### src/rtl/dm_arbiter.sv
// dm_arbiter: two-port req/ack arbiter in front of dm_4k, with read-modify-write for partial-word writes.
module dm_arbiter #(
  parameter int AW = 10,
  parameter bit FIXED_PRIO = 1'b0
) (
  input  logic          clk,
  input  logic          rst_n,
  input  logic          req0,
  input  logic          req1,
  input  logic          we0,
  input  logic          we1,
  input  logic [AW-1:0] addr0,
  input  logic [AW-1:0] addr1,
  input  logic [3:0]    be0,
  input  logic [3:0]    be1,
  input  logic [31:0]   wdata0,
  input  logic [31:0]   wdata1,
  output logic          ack0,
  output logic          ack1,
  output logic [31:0]   rdata0,
  output logic [31:0]   rdata1,
  output logic [AW-1:0] mem_addr,
  output logic [31:0]   mem_din,
  output logic          mem_we,
  input  logic [31:0]   mem_dout,
  output logic          busy
);
  typedef enum logic [1:0] {IDLE, ACCESS, MERGE_WR} state_t;
  state_t state, state_nx;
  logic win, ptr, l_we;
  logic [AW-1:0] l_addr;
  logic [3:0] l_be;
  logic [31:0] l_wdata, din_r, merged;
  logic e0, e1, gnt, g1, full, partial, done;
  // A port still showing its ack is masked so its trailing req is not regranted.
  always_comb begin
    e0 = req0 & ~ack0;
    e1 = req1 & ~ack1;
    gnt = e0 | e1;
    g1 = e1 & (~e0 | (!FIXED_PRIO && ptr));
    full = l_be == 4'hf;
    partial = l_we && l_be != 4'h0 && !full;
    done = (state == ACCESS && !partial) || state == MERGE_WR;
    for (int i = 0; i < 4; i++) merged[8*i +: 8] = l_be[i] ? l_wdata[8*i +: 8] : mem_dout[8*i +: 8];
    state_nx = state == IDLE ? (gnt ? ACCESS : IDLE) :
               (state == ACCESS && partial) ? MERGE_WR : IDLE;
    mem_we = state == MERGE_WR || (state == ACCESS && l_we && full);
    busy = state != IDLE;
  end
  assign mem_addr = l_addr;
  assign mem_din = din_r;
  always_ff @(posedge clk or negedge rst_n)
    if (!rst_n) state <= IDLE;
    else state <= state_nx;
  // din_r holds wdata for full writes and is overwritten with the merged word for partial ones.
  always_ff @(posedge clk or negedge rst_n)
    if (!rst_n) begin
      win <= 1'b0;
      ptr <= 1'b0;
      l_we <= 1'b0;
      l_addr <= '0;
      l_be <= 4'h0;
      l_wdata <= 32'h0;
      din_r <= 32'h0;
      ack0 <= 1'b0;
      ack1 <= 1'b0;
      rdata0 <= 32'h0;
      rdata1 <= 32'h0;
    end else begin
      ack0 <= 1'b0;
      ack1 <= 1'b0;
      if (state == IDLE && gnt) begin
        win <= g1;
        ptr <= ~g1;
        l_we <= g1 ? we1 : we0;
        l_addr <= g1 ? addr1 : addr0;
        l_be <= g1 ? be1 : be0;
        l_wdata <= g1 ? wdata1 : wdata0;
        din_r <= g1 ? wdata1 : wdata0;
      end
      if (state == ACCESS && partial) din_r <= merged;
      if (done) begin
        ack0 <= !win;
        ack1 <= win;
      end
      if (state == ACCESS && !l_we && !win) rdata0 <= mem_dout;
      if (state == ACCESS && !l_we && win) rdata1 <= mem_dout;
    end
endmodule
### config.mk
export PLATFORM = sky130hd
export DESIGN_NAME = dm_arbiter
export DESIGN_NICKNAME = d
export VERILOG_FILES = /design/src/rtl/dm_arbiter.sv
export SDC_FILE = /design/constraint.sdc
export NUM_CORES = 1
export LEC_CHECK = 0
export CORE_AREA = 2 2 160 115
export DETAILED_ROUTE_END_ITERATION = 6
export DIE_AREA = 0 0 162 117
export HOLD_SLACK_MARGIN = 0.03
export PLACE_DENSITY = 0.73
export SETUP_SLACK_MARGIN = 0.15
export SLEW_MARGIN = 20
export SYNTH_ARGS = -nofsm -noshare
export SYNTH_HDL_FRONTEND = slang
export SYNTH_SLANG_ARGS = --single-unit
### constraint.sdc
create_clock -name clk -period 2 [get_ports clk]
set_input_delay 0.4 -clock clk [delete_from_list [all_inputs] [get_ports clk]]
set_output_delay 0.4 -clock clk [all_outputs]
set_load 0.05 [all_outputs]
# Word level (Yosys, flattened, before mapping)
# Index checks and enable logic that the tools add are counted.
[totals]
regBits = 149
latch_bits = 0
ramBits = 0
rom_bits = 0
inputBits = 130
output_inout_bits = 110
word_cells = 59
mem_count = 0
[op_classes]
add_sub_neg = 0
multipliers = 0
div = 0
n_lt_le_gt_ge = 0
eq_ne = 3
shifts = 0
mux = 15
bitwise_logic = 9
n_reduce_logical = 20
[op_table]
columns = ["operator", "count"]
rows = [
  ["$mux 32", 3],
  ["$mux 8", 4],
  ["$logic_and 1x1->1", 10],
  ["$mux 10", 1],
  ["$eq 4x4->1 const B", 1],
  ["$logic_not 1->1", 4],
  ["$mux 1", 4],
  ["$mux 2", 2],
  ["$mux 4", 1],
  ["$not 1->1", 4],
  ["$reduce_bool 2->1", 2],
  ["$reduce_bool 4->1", 1],
  ["$and 1x1->1", 3],
  ["$eq 2x1->1 const B", 1],
  ["$eq 2x2->1 const B", 1],
  ["$logic_not 2->1", 1],
  ["$logic_or 1x1->1", 2],
  ["$or 1x1->1", 2],
]

# Longest topological paths before layout
[logic_depth]
word_depth = 8
depth_mapped = 7
mapped_depth_nobuf = 5

# Worst setup path after synthesis
# OpenSTA, ideal clock, no wires.
[synth_path]
path_kind = "register -> output"
startpoint = "register l_be[3]"
endpoint = "output mem_we"
t_arrival_ns = 1.545
required_ns = 1.600
setup_slack_ns = 0.055
stages_incl_launch_ff = 4
n_path_buf = 1
path_cell_list = "dfrtp_1 -> buf_2 -> nand4_1 -> o2bb2ai_1"
[synth_via]
elab_chain_len = 3
[synth_lines]
columns = ["item", "line_no", "source"]
rows = [
  ["start: declaration", "32", "logic [3:0] l_be;"],
  ["start signal: assignment", "77", "l_be <= g1 ? be1 : be0;"],
  ["$eq 4x4->1", "41", "full = l_be == 4'hf;"],
  ["$logic_and 1x1->1", "47", "mem_we = state == MERGE_WR || (state == ACCESS && l_we && full);"],
  ["$logic_or 1x1->1", "47", ""],
  ["end: declaration", "24", "output logic mem_we,"],
]
# Every way passes these cells.

# Worst setup path in the final report
[layout_path]
startpoint = "register l_be[0]"
endpoint = "output mem_we"
# Same word-level chain as after synthesis.

==> summary.txt <==
Logic synthesis
  • Ys async rst share: 100%
  • Adder-Cell Fraction of Synth Area: 0%
  • Synth Flop Type: dfrtp_1
  • Top cells by area, synth: dfrtp_1, mux2_1, mux2_2, mux2i_1, a2111oi_0
  • Mux contribution to synthesized area: 15.3%
  • Warnings, synthesis: 0
  • Synth cell types: 34
  • Main combinational cell family by area after synthesis: multiplexers
  • Yosys top cell area share: 55.8%
  • Syn avg cell area: 11.6 um^2
  • Number of synthesized register bits: 149
  • Post-Syn Nets: 706
  • Post-Synthesis Cells: 576
  • Post-synth EDFFs: 0
  • Compound-Gate Fraction of Synth Area: between 10 and 15%
  • Synth area leader: dfrtp_1
  • Syn Std Cell Area: 6680 um^2
  • Simple-Gate Fraction of Synth Area: under 10%
  • Sequential fraction of the synthesis area: 55.8%
  • Count leader, synth: dfrtp_1
  • XOR/XNOR Fraction of Synth Area: 0%
  • Post-synth top cells: dfrtp_1, nand2_1, a31oi_1

Power
  • Peak VDD IR: 1060 uV
  • Total power: 0.0204 W
  • Leakage Power: 4.66 nW
  • PD cells: about 2000 nW/um^2

Critical path
  • Crit path DAT: 1.49 ns
  • CP endpoint kind: output pin
  • Critical Path RT: roughly 1.6 ns
  • Worst-path fanout max: 3
  • Worst Setup Path Type: reg2out
  • R2R setup slack: ~0.14 ns
  • Setup crit start kind: flop

Clocking
  • Clock slew at reported path FFs: approximately 0.07 ns
  • Clock latency on the worst-skew pair: between 0.4 and 0.5 ns
  • Cts bufs inserted: 17
  • Clk buf depth: 2
  • CTS tree: done
  • CTS sink count: 149
  • Root Buffer: clkbuf_16
  • Htree depth: 4

Placement
  • Buffers on Ports: roughly 240
  • GP Congestion: 0.805
  • Final HPWL from detailed placement: ~15 mm
  • Placed cell count: 1037

STA
  • Tcrit/Tclk final: 94.3%
  • Slew headroom: 54.1%
  • Max Slew Vio Count: 0
  • RSZ-0062 raised after global routing: yes
  • Measured slew at the worst slew-check pin: 0.671 ns
  • Minimum clock period after layout: between 1.5 and 2 ns
  • WHS: around 0.48 ns
  • Final setup fails: 0
  • Fin. Hold Viols: 0
  • Clk_skew: 0.0175 ns
  • F_max: 530 MHz

Floorplanning
  • Initial cell density of the core: approximately two fifths
  • Die ar.: 19000 um^2
  • Placeable Area: 17500 um^2
  • Die width: 162 um
  • Die height: 117 um
  • I/O pin cnt: 240
  • FP Rows: 41

Final layout
  • Area grow syn2layout: 52.4%
  • Layout Cells excl Fill: 1078
  • Layout fillers: 1507
  • Layout cell share with drive strength beyond 1: 16.5%
  • Antenna cell count: 0
  • Nets: 959

Flow run
  • Max Cap Viol: 0

Global route
  • Vias in the first global route: 5870
  • GR Overflow Total: 0
  • Initial antenna violation count: 0
  • Largest net degree at the start of global routing: between 50 and 60
  • First-pass GRT wire length: 33.0 mm
  • GRT Total Usage: 23.0%

Detailed routing
  • Post-DRT Antenna Nets: 0
  • Drt pass-1 iters: 5
  • 1st-iter DRT viols: 465
  • Via count of the routed design: 5700
  • DRC: 0
  • Final wirelength: roughly 22 mm
  • Routed WL per cell: 20.0 um
  • Drt via density: around 5.3

Hold path
  • Hold Path Class: in2async

Run status
  • Status: finished, final reports clean
## layout by cell type (no fill, tap or decap), drive strengths merged, types with 2 or more instances in the layout
| master | synthesis | final |
|---|---|---|
| clkinvlp | 0 | 6 |
| nand4 | 2 | 2 |
| mux2i | 30 | 30 |
| nor2 | 3 | 3 |
| nand3 | 30 | 30 |
| inv | 36 | 40 |
| mux2 | 64 | 64 |
| clkdlybuf4s50 | 0 | 128 |
| nand2b | 2 | 2 |
| clkinv | 0 | 2 |
| o211ai | 30 | 30 |
| dlygate4sd2 | 0 | 93 |
| dfrtp | 149 | 149 |
| bufinv | 0 | 2 |
| a2111oi | 32 | 32 |
| a31oi | 35 | 35 |
| a211oi | 2 | 2 |
| nor2b | 6 | 6 |
| a221o | 15 | 15 |
| buf | 22 | 60 |
| and3 | 15 | 15 |
| clkbuf | 27 | 19 |
| nand2 | 67 | 67 |
## final cells by class
cell class	instances	area [um^2]	area share (%)
flip-flops and latches	149	3730	36.7
repair buffers	282	2770	27.2
multi-input cells	342	2630	25.9
clock buffers	19	453	4.45
well taps	236	295	2.90
inverters	36	148	1.45
clock inverters	13	145	1.43
repair inverters	1	8.76	0.0860
## state kept, by name, indices dropped and copies added, names as in the netlist
signal    cells
win           1
ack1          1
ptr           1
mem_din      32
l_be          4
rdata1       32
l_wdata      32
state         2
mem_addr     10
rdata0       32
l_we          1
ack0          1
## power breakdown
group          switching, W  internal, W
Combinational       0.00769      0.00401
Clock               0.00134      0.00192
Sequential         0.000860      0.00458
## per-layer routing
layer,vias up,global-route usage (%),part of all wire (%)
met5,-,0,0
met4,0,5.19,1.1
met2,273,35.4,44
met1,2795,31.0,44
met3,18,8.99,11
li1,2614,-,-
## path summary, 6_finish.rpt
path,start,endpoint,depth (start not counted)
worst max register to register,ack0$_DFF_PN0_,mem_din[24]$_DFFE_PN0P_,5
min in group clk,l_wdata[15]$_DFFE_PN0P_,l_wdata[15]$_DFFE_PN0P_,2
worst max-delay path,l_be[0]$_DFFE_PN0P_,mem_we,4
max in group asynchronous,rst_n,state[0]$_DFF_PN0_,3
worst min register to register,l_wdata[15]$_DFFE_PN0P_,l_wdata[15]$_DFFE_PN0P_,2
worst min-delay path,rst_n,rdata0[30]$_DFFE_PN0P_,2
## logic make-up (layout without fill, tap and decap cells)
logic type / Yosys count / after routing
muxes: 94 / 94
DFF: 149 / 149
AOI/OAI and AO/OA: 120 / 120
and+or+nand+nor: 128 / 128
buffers and inverters: 85 / 351
## per-stage QoR
step	util [%]	area (um^2)	TNS, ns	setup WS, ns
finish	58.0	10200	0	0.114
global route	58.0	10200	0	0.0465
CTS	57.6	10100	0	0.0144
detailed placement	54.6	9580	-0.820	-0.0633
global placement	54.6	9580	-0.225	-0.0171
floorplan	-	6690	0	0.199
## worst max-delay path: stages (launching register included)
cell,delay [ns]
dfrtp_1,0.40
buf_12,0.12
nand4_1,0.14
o2bb2ai_2,0.24
buf_12,0.17
## repair_timing
item                                    in CTS  in global routing
hold endpoints to repair                    40                  0
hold buffers                                 1                  0
gates cloned                                 0                  1
endpoints found under the setup margin     111                 56
gates resized for setup                    100                  8
pin swaps                                    2                  2
setup buffers                                1                  6
Power figures use the tool's default switching activity.
